## src/rtl/vector_pkg.sv

```systemverilog
// Shared types for the element-serial vector ALU: op codes, FSM states and
// the start-time legality check.
package vector_pkg;

  typedef enum logic [3:0] {
    OP_ADD  = 4'd0,
    OP_SUB  = 4'd1,
    OP_AND  = 4'd2,
    OP_OR   = 4'd3,
    OP_XOR  = 4'd4,
    OP_MIN  = 4'd5,
    OP_MAX  = 4'd6,
    OP_MUL  = 4'd7,
    OP_MACC = 4'd8,
    OP_SLL  = 4'd9
  } vec_op_e;

  typedef enum logic [1:0] {
    ST_IDLE  = 2'd0,
    ST_RUN   = 2'd1,
    ST_DRAIN = 2'd2
  } vec_state_e;

  // Reductions only make sense for associative ops that fold into one element.
  function automatic logic op_supported(input logic [3:0] op, input logic red);
    logic ok;
    ok = 1'b0;
    case (op)
      4'd0, 4'd2, 4'd3, 4'd4, 4'd5, 4'd6: ok = 1'b1;
      4'd1, 4'd7, 4'd8, 4'd9:             ok = !red;
      default:                            ok = 1'b0;
    endcase
    return ok;
  endfunction

endpackage

```

## src/rtl/vector_elem_fu.sv

```systemverilog
// Combinational element function unit: (op, a, b, c) -> {result, signed ovf}.
// Used for both the per-element path and the reduction accumulator path.
module vector_elem_fu
  import vector_pkg::*;
#(
  parameter int ELEN = 32
) (
  input  vec_op_e         op,
  input  logic [ELEN-1:0] a,
  input  logic [ELEN-1:0] b,
  input  logic [ELEN-1:0] c,
  output logic [ELEN-1:0] result,
  output logic            ovf
);

  localparam int SHW = $clog2(ELEN);

  logic [ELEN-1:0] sum;
  logic [ELEN-1:0] diff;
  logic [ELEN-1:0] prod;

  always_comb begin
    sum    = a + b;
    diff   = a - b;
    prod   = a * b;
    result = '0;
    ovf    = 1'b0;
    case (op)
      OP_ADD: begin
        result = sum;
        ovf    = (a[ELEN-1] == b[ELEN-1]) && (sum[ELEN-1] != a[ELEN-1]);
      end
      OP_SUB: begin
        result = diff;
        ovf    = (a[ELEN-1] != b[ELEN-1]) && (diff[ELEN-1] != a[ELEN-1]);
      end
      OP_AND:  result = a & b;
      OP_OR:   result = a | b;
      OP_XOR:  result = a ^ b;
      OP_MIN:  result = ($signed(a) < $signed(b)) ? a : b;
      OP_MAX:  result = ($signed(a) > $signed(b)) ? a : b;
      OP_MUL:  result = prod;
      OP_MACC: result = prod + c;
      OP_SLL:  result = a << b[SHW-1:0];
      default: result = '0;
    endcase
  end

endmodule

```

## src/rtl/vector_elem_alu.sv

```systemverilog
// Element-serial vector execution stage: consumes one element per operand per
// accepted valid_i and emits element-wise results or a single reduction result.
module vector_elem_alu
  import vector_pkg::*;
#(
  parameter int VLEN = 128,
  parameter int ELEN = 32
) (
  input  logic            clk_i,
  input  logic            rst_i,
  input  logic            start_i,
  input  logic [3:0]      op_i,
  input  logic            red_i,
  input  logic            valid_i,
  input  logic [ELEN-1:0] opa_i,
  input  logic [ELEN-1:0] opb_i,
  input  logic [ELEN-1:0] opc_i,
  output logic [ELEN-1:0] result_o,
  output logic            result_valid_o,
  output logic            last_o,
  output logic            busy_o,
  output logic            ovf_o,
  output logic            err_o
);

  localparam int COUNT = VLEN / ELEN;
  localparam int CW    = $clog2(COUNT) + 1;
  localparam logic [CW-1:0] LAST_IDX = CW'(COUNT - 1);

  vec_state_e      state_q, state_d;
  vec_op_e         op_q;
  logic            red_q;
  logic [CW-1:0]   cnt_q;
  logic [ELEN-1:0] acc_q;

  logic            start_ok;
  logic            start_bad;
  logic            accept;
  logic            last_elem;
  logic            first_elem;
  logic [ELEN-1:0] elem_res;
  logic [ELEN-1:0] acc_res;
  logic [ELEN-1:0] red_val;
  logic            elem_ovf;
  logic            acc_ovf;
  logic            step_ovf;

  vector_elem_fu #(.ELEN(ELEN)) u_elem_fu (
    .op     (op_q),
    .a      (opa_i),
    .b      (opb_i),
    .c      (opc_i),
    .result (elem_res),
    .ovf    (elem_ovf)
  );

  vector_elem_fu #(.ELEN(ELEN)) u_acc_fu (
    .op     (op_q),
    .a      (acc_q),
    .b      (elem_res),
    .c      ({ELEN{1'b0}}),
    .result (acc_res),
    .ovf    (acc_ovf)
  );

  always_comb begin
    state_d    = state_q;
    start_ok   = 1'b0;
    start_bad  = 1'b0;
    accept     = 1'b0;
    last_elem  = 1'b0;
    case (state_q)
      ST_IDLE: begin
        if (start_i) begin
          if (op_supported(op_i, red_i)) begin
            start_ok = 1'b1;
            state_d  = ST_RUN;
          end else begin
            start_bad = 1'b1;
          end
        end
      end
      ST_RUN: begin
        if (valid_i) begin
          accept = 1'b1;
          if (cnt_q == LAST_IDX) begin
            last_elem = 1'b1;
            state_d   = ST_DRAIN;
          end
        end
      end
      ST_DRAIN: state_d = ST_IDLE;
      default:  state_d = ST_IDLE;
    endcase
  end

  // Element 0 of a reduction seeds the accumulator; later elements fold in.
  always_comb begin
    first_elem = (cnt_q == '0);
    red_val    = first_elem ? elem_res : acc_res;
    step_ovf   = elem_ovf | (red_q & ~first_elem & acc_ovf);
  end

  always_ff @(posedge clk_i) begin
    if (rst_i) begin
      state_q <= ST_IDLE;
    end else begin
      state_q <= state_d;
    end
  end

  always_ff @(posedge clk_i) begin
    if (rst_i) begin
      op_q           <= OP_ADD;
      red_q          <= 1'b0;
      cnt_q          <= '0;
      acc_q          <= '0;
      result_o       <= '0;
      result_valid_o <= 1'b0;
      last_o         <= 1'b0;
      busy_o         <= 1'b0;
      ovf_o          <= 1'b0;
      err_o          <= 1'b0;
    end else begin
      err_o          <= start_bad;
      busy_o         <= (state_d != ST_IDLE);
      result_valid_o <= 1'b0;
      last_o         <= 1'b0;
      if (start_ok) begin
        op_q  <= vec_op_e'(op_i);
        red_q <= red_i;
        cnt_q <= '0;
        acc_q <= '0;
        ovf_o <= 1'b0;
      end
      if (accept) begin
        cnt_q <= cnt_q + CW'(1);
        if (step_ovf) begin
          ovf_o <= 1'b1;
        end
        if (red_q) begin
          acc_q <= red_val;
          if (last_elem) begin
            result_o       <= red_val;
            result_valid_o <= 1'b1;
            last_o         <= 1'b1;
          end
        end else begin
          result_o       <= elem_res;
          result_valid_o <= 1'b1;
          last_o         <= last_elem;
        end
      end
    end
  end

endmodule

```

## config.mk

```make
export PLATFORM = sky130hd
export DESIGN_NAME = vector_elem_alu
export DESIGN_NICKNAME = d
export VERILOG_FILES = /design/src/rtl/vector_pkg.sv /design/src/rtl/vector_elem_fu.sv /design/src/rtl/vector_elem_alu.sv
export SDC_FILE = /design/constraint.sdc
export NUM_CORES = 2
export LEC_CHECK = 0
export ABC_AREA = 1
export BUFFER_PORTS_ARGS = -buffer_cell sky130_fd_sc_hd__buf_2
export CAP_MARGIN = 40
export CELL_PAD_IN_SITES_DETAIL_PLACEMENT = 0
export CELL_PAD_IN_SITES_GLOBAL_PLACEMENT = 1
export CORE_MARGIN = 2
export CORE_UTILIZATION = 52
export CTS_CLUSTER_SIZE = 25
export DETAILED_ROUTE_END_ITERATION = 6
export PLACE_DENSITY_LB_ADDON = 0.1
export SLEW_MARGIN = 20
export SYNTH_ARGS = -nofsm -noshare
export SYNTH_HDL_FRONTEND = slang
export SYNTH_SLANG_ARGS = --single-unit
```

## constraint.sdc

```tcl
create_clock -name clk_i -period 27.2 [get_ports clk_i]
set_input_delay 4.08 -clock clk_i [delete_from_list [all_inputs] [get_ports clk_i]]
set_output_delay 4.08 -clock clk_i [all_outputs]
set_load 0.005 [all_outputs]
```

# After elaboration in Yosys (flattened, before gate mapping)
# Cells that the tools add are included.
# totals
register_bits,79
latchBits,0
ram_bits,0
romBits,0
inputBits,105
out_inout_bits,37
elab_cells,123
memories,0
# classes
add_sub_neg,6
mul,2
n_div,0
n_lt_le_gt_ge,4
eq_ne,29
shift,2
mux,39
bitwise_logic,13
n_reduce_logical,17
# ops
op,n
$mux W32,10
$pmux W32 S10,1
$pmux W32 S9,1
$add A32 B32 Y32,3
$and A32 B32 Y32,2
$gt A32 B32 Y1,2
$lt A32 B32 Y1,2
$mul A32 B32 Y32,2
$or A32 B32 Y32,2
$shl A32 B5 Y32,2
$sub A32 B32 Y32,2
$xor A32 B32 Y32,2
$eq A4 B3 Y1 const B,8
$mux W1,17
$eq A4 B2 Y1 const B,4
$eq A4 B4 Y1 const B,4
$eq A4 B1 Y1 const B,2
$logic_not A4 Y1,2
$mux W2,4
$mux W3,2
$ne A1 B1 Y1,6
$pmux W1 S2,3
$reduce_or A6 Y1,1
$logic_and A1 B1 Y1,4
other kinds (17),24

# Logic depth before layout (Yosys ltp)
# depth
word_depth,11
ltp_mapped,79
mapped_depth_nobuf,73

# Cells and area by module
# Synthesis repeated with hierarchy kept, for this count alone.
# unflattened
cells_unflattened,8764
area_unflattened_um2,56634.3
# by_module_without_submodules
mod,instances,cells_per_inst,area_per_inst_um2,seq_area_each_um2
vector_elem_fu at u_acc_fu,1,4129,26570.5,0.0
vector_elem_fu at u_elem_fu,1,4069,26337.8,0.0
vector_elem_alu,1,566,3726.1,1581.5

# Least setup slack after synthesis
# No wires, ideal clock.
# synth_path
path_type,input port to flip-flop
startpoint,in opb_i[2]
endpoint,reg acc_q[31]
setup_time_ns,0.113
arrival_time_ns,17.761
t_required_ns,27.087
path_slack_ns,9.326
path_stages,66
path_buffers,6
path_cell_list,buf_2 clkbuf_1 clkbuf_1 buf_1 buf_1 nand2_1 fa_1 inv_1 fa_1 inv_1 fa_1 fa_1 inv_1 fa_1 inv_1 fa_1 inv_1 fa_1 [30 not listed] fa_1 inv_1 ha_1 a21oi_1 nand2_1 a21oi_1 o21bai_1 nand2_1 inv_1 nand3_1 nand2_1 nand2_1 nand3_1 nand2_1 nand2_1 nand2_1 o21ai_1 inv_1
# synth_via
elab_chain_cells,9
word_cells_on_any_way,28
classes_between,5 x add/sub; 2 x mul; 4 x order compare; 2 x shift; 9 x mux; 6 x bitwise
# synth_lines
element,line,rtl
from (decl),vector_elem_alu.sv:16,"input logic [ELEN-1:0] opb_i,"
"$mul A32 B32 Y32, or another cell as far along",vector_elem_fu.sv:25,prod = a * b;
"$add A32 B32 Y32, or another cell as far along",vector_elem_fu.sv:43,OP_MACC: result = prod + c;
$pmux W32 S10 (*),vector_elem_fu.sv:28,case (op)
branches (longest 3 deep; another with $mul A32 B32 Y32),n/a,
$mux W32 (*),vector_elem_alu.sv:100,red_val = first_elem ? elem_res : acc_res;
$mux W32 (*),vector_elem_alu.sv:141,if (red_q) begin
$mux W32 (*),vector_elem_alu.sv:136,if (accept) begin
to (signal assigned),vector_elem_alu.sv:142,acc_q <= red_val;
to (decl),vector_elem_alu.sv:34,logic [ELEN-1:0] acc_q;
# Every way passes the cells marked *.
# A chain may end at the register's enable or synchronous reset.

# Worst setup path in the final report
# layout_path
startpoint,in opa_i[6]
endpoint,reg result_o[31]
# layout_via
elab_chain_cells,9
word_cells_on_any_way,28
classes_between,5 x add/sub; 2 x mul; 4 x order compare; 2 x shift; 9 x mux; 6 x bitwise
# layout_lines
element,line,rtl
from (decl),vector_elem_alu.sv:15,"input logic [ELEN-1:0] opa_i,"
"$mul A32 B32 Y32, or another cell as far along",vector_elem_fu.sv:25,
"$add A32 B32 Y32, or another cell as far along",vector_elem_fu.sv:43,
$pmux W32 S10 (*),vector_elem_fu.sv:28,
branches (longest 5 deep; another with $mul A32 B32 Y32),n/a,
$mux W32 (*),vector_elem_alu.sv:141,
to (signal assigned),vector_elem_alu.sv:144,result_o <= red_val;
to (signal assigned),vector_elem_alu.sv:149,result_o <= elem_res;
to (decl),vector_elem_alu.sv:18,"output logic [ELEN-1:0] result_o,"
# Every way passes the cells marked *. The select of a mux whose other input is x is not followed.

==> Flow_metrics.wiki <==
{| class="wikitable"
! Metric !! Value
|-
| Result of the run || complete, no violations
|-
| Number of violations reported at the end of detailed-routing iteration 0 || 8189
|-
| Largest family of logic cells by synthesized area || adder cells
|-
| Share of synthesized cell area in and, or, nand and nor gates || 24.14%
|-
| Detailed Place HPWL || 187400 µm
|-
| Cell depth of the worst hold path || 2
|-
| Count of antenna-violating nets left after detailed routing || 0
|-
| Final min period || 19.47 ns
|-
| Mux cell area share after synthesis || 0.05737%
|-
| Cell taking the most area after synthesis || fa_1
|-
| Die area || 103200 µm²
|-
| Total global routing overflow || 0
|-
| Core ar. || 100000 µm²
|-
| CTS Hold Buffers Added || 0
|-
| Number of enable flip-flop cells after synthesis || 0
|-
| Final critical-path share of the clock period || 71.58%
|-
| Destination of the worst register-to-register timing path || result_o[26]
|-
| Number of vias after detailed routing || 54370
|-
| Worst Path Class, Setup || input port to flop
|-
| Number of I/O pins || 142
|-
| Fin Clk Skew || 0.01232 ns
|-
| Y dimension of the die || 321.3 µm
|-
| Most frequent cell after synthesis || nand2_1
|-
| CTS root buf || clkbuf_16
|-
| Xor/xnor cell area share of the yosys netlist || 1.432%
|-
| Die extent in x || 321.3 µm
|-
| Launch point of the worst reg-to-reg path || op_q[0]
|-
| Required time reported for the critical path endpoint || 27.52 ns
|-
| Kind of path behind the tightest hold check || flop to flop
|-
| Global-route wire length before repair || 346100 µm
|-
| Total nets after synthesis || 9169
|-
| Number of filler cells placed in the layout || 10100
|-
| Arithmetic-cell share of the synthesized area counting full adders, half adders and majority gates || 42.76%
|-
| TritonCTS sink count || 79
|-
| Slowest stage cell, crit path || buf_2
|-
| Post-synthesis cell count || 7768
|-
| Fin Setup TNS || 0 ns
|-
| CTS tree || yes
|-
| Worst Setup Start Kind || input port
|-
| Setup slack of the most critical reg-to-reg path || 15.35 ns
|-
| Number of instances resized during post-cts repair || 0
|-
| Leading register cell type out of synthesis || dfxtp_1
|-
| Number of antenna violations at the first check in global routing || 25
|-
| Cell row count || 116
|-
| Maximum number of pins on one net before global-route repair || 71
|-
| Synthesized area divided by synthesized cell count || 6.738 µm²
|-
| Post-Synthesis Cell Area || 52340 µm²
|-
| Transition time of the tightest slew-check pin || 1.013 ns
|-
| Depth of the CTS H-tree || 3
|-
| Setup repair after global routing missed its margin || no
|-
| Worst max-slew margin expressed relative to the limit || 31.79%
|-
| Routed WL per cell || 26.58 µm
|-
| Worst R2R Path Depth || 42
|-
| Category of the worst setup path capture point || flop
|-
| IO buf count || 141
|-
| Vias/cell || 6.069
|-
| Setup-violating endpoint count in the final report || 0
|-
| Drt total wl || 238100 µm
|-
| Number of design rule violations left after detail routing || 0
|-
| Hold Path Sink || result_o[6]
|-
| Deepest clock path buffer count || 2
|-
| Arr. time, crit path || 19.79 ns
|-
| Via count of the first global-routing pass || 52250
|-
| Number of unique standard cell types used by synthesis || 76
|-
| Clock edge transition at the registers on the reported setup and hold paths || 0.07 ns
|-
| Async set or reset register ratio after synthesis || 0%
|-
| Start point of the critical path || opa_i[6]
|-
| Setup Fix Bufs, Post-CTS || 0
|-
| NumNets Final || 9046
|-
| First drt pass iteration count || 7
|-
| Final number of max-transition violations || 0
|-
| Number of synthesized register bits || 79
|-
| Library cell appearing most often on the critical path || fa_1
|-
| Seq/Total Area, Yosys || 3.022%
|-
| Number of warning messages in the yosys log || 0
|-
| TritonCTS buffer count || 9
|-
| Biggest area contributors in the synthesized netlist || fa_1 31%, nand2_1 14%, inv_1 12%
|-
| Initial standard-cell utilization of the core || 52.34%
|-
| Leading post-synthesis cells by instance count || 1978 x nand2_1, 1632 x inv_1, 821 x fa_1
|-
| Overall global routing resource usage || 45.88%
|-
| Max Fclk || 0.05136 GHz
|-
| Final Hold Vio Count || 0
|-
| Area fraction in compound gates after synthesis || 13.21%
|-
| Fraction of final layout cells with drive strength greater than 1 || 5.490%
|-
| Largest fanout on the critical path || 30
|-
| Area growth, synth to finish || 3.968%
|-
| Hold path startpoint || result_o[6]
|-
| Routability Congestion || 1.063
|-
| Max-cap violations || 0
|-
| Clock latency on the worst-skew pair || 0.38 ns
|-
| Synth top area share || 31.40%
|-
| Crit-path max cell delay || 0.67 ns
|}
-- through the flow --
stage	setup slack, ns	util [%]	hold WS [ns]	cell area, µm²	instances
finish	7.730	54.42	0.4649	54420	8958
global route	7.170	54.40	0.4815	54400	8950
detailed placement	7.573	53.86	0.4534	53860	8919
global placement	7.223	53.65	0.4490	53650	8905
floorplan	9.326	-	0.4209	52340	7768
CTS	7.908	54.18	0.4674	54180	8935
-- cells in the final DEF, fill, tap and decap left out, types with 13 or more instances in the layout --
master	n
nand3_1	360
a31oi_1	19
xor2_1	41
nand4_1	59
o221ai_1	20
inv_2	13
inv_1	1631
o21a_1	25
buf_2	144
nand2_2	22
o2111ai_1	16
nand3b_1	27
clkinv_1	15
o22ai_1	58
a221oi_1	28
a22oi_1	15
or2_2	36
a21oi_1	419
a211oi_1	15
o21ai_0	372
nor4_1	15
ha_1	475
o21bai_1	29
dfxtp_1	77
xnor2_1	42
nand2_1	1974
nor2_1	469
a21o_1	15
nor3_1	31
o211ai_1	62
o21ai_1	46
buf_4	103
fa_1	821
-- layout make-up --
type,instances,area [µm²],share of cell area [%]
diodes,10,25.02,0.04599
clock buffers,10,239.0,0.4392
clock inverters,6,75.07,0.1380
inverters,1661,6240,11.47
multi-input cells,5623,42730,78.52
flip-flops and latches,79,1584,2.911
well taps,1298,1624,2.985
repair buffers,271,1902,3.495
-- metal layers --
| metal | vias up | global-route usage (%) | wire, µm |
|---|---|---|---|
| met5 | - | 0.3783 | 310 |
| met4 | 28 | 15.59 | 10150 |
| met3 | 641 | 20.14 | 38880 |
| met1 | 26080 | 62.98 | 95060 |
| li1 | 23660 | - | - |
| met2 | 3969 | 63.86 | 93700 |
-- cells by family after synthesis --
family,count (synthesis)
xor gates and xnor gates,84
and+or+nand+nor,3050
adders and majority gates,1296
buffers and inverters,2066
DFF,79
AOI/OAI and AO/OA,1190
muxes,3
-- how the worst max path moves through the flow --
stage	endpoint	slack, ns	cells past startpoint
after CTS	result_o[31]	7.91	63
after global placement	result_o[27]	7.22	54
final	result_o[31]	7.73	61
after floorplan	acc_q[31]	9.33	66
after global routing	acc_q[31]	7.17	62
after detailed placement	result_o[31]	7.57	63
-- sequential cells by signal, indices dropped and copies added, names as in the netlist --
register        flops
err_o               1
busy_o              1
ovf_o               1
last_o              1
cnt_q               3
acc_q              32
red_q               1
result_valid_o      1
result_o           32
op_q                4
state_q             2
-- worst max-delay path: cells and delay by family --
family          cells  cell delay, ns
xor+xnor            2            0.61
fa+ha+maj          20            9.03
simple gates       24            3.54
compound gates      8            1.53
buf+inv             7            0.97
Power is not shown: default switching activity piles up to over one toggle a cycle in this logic, so the estimate is an artifact.
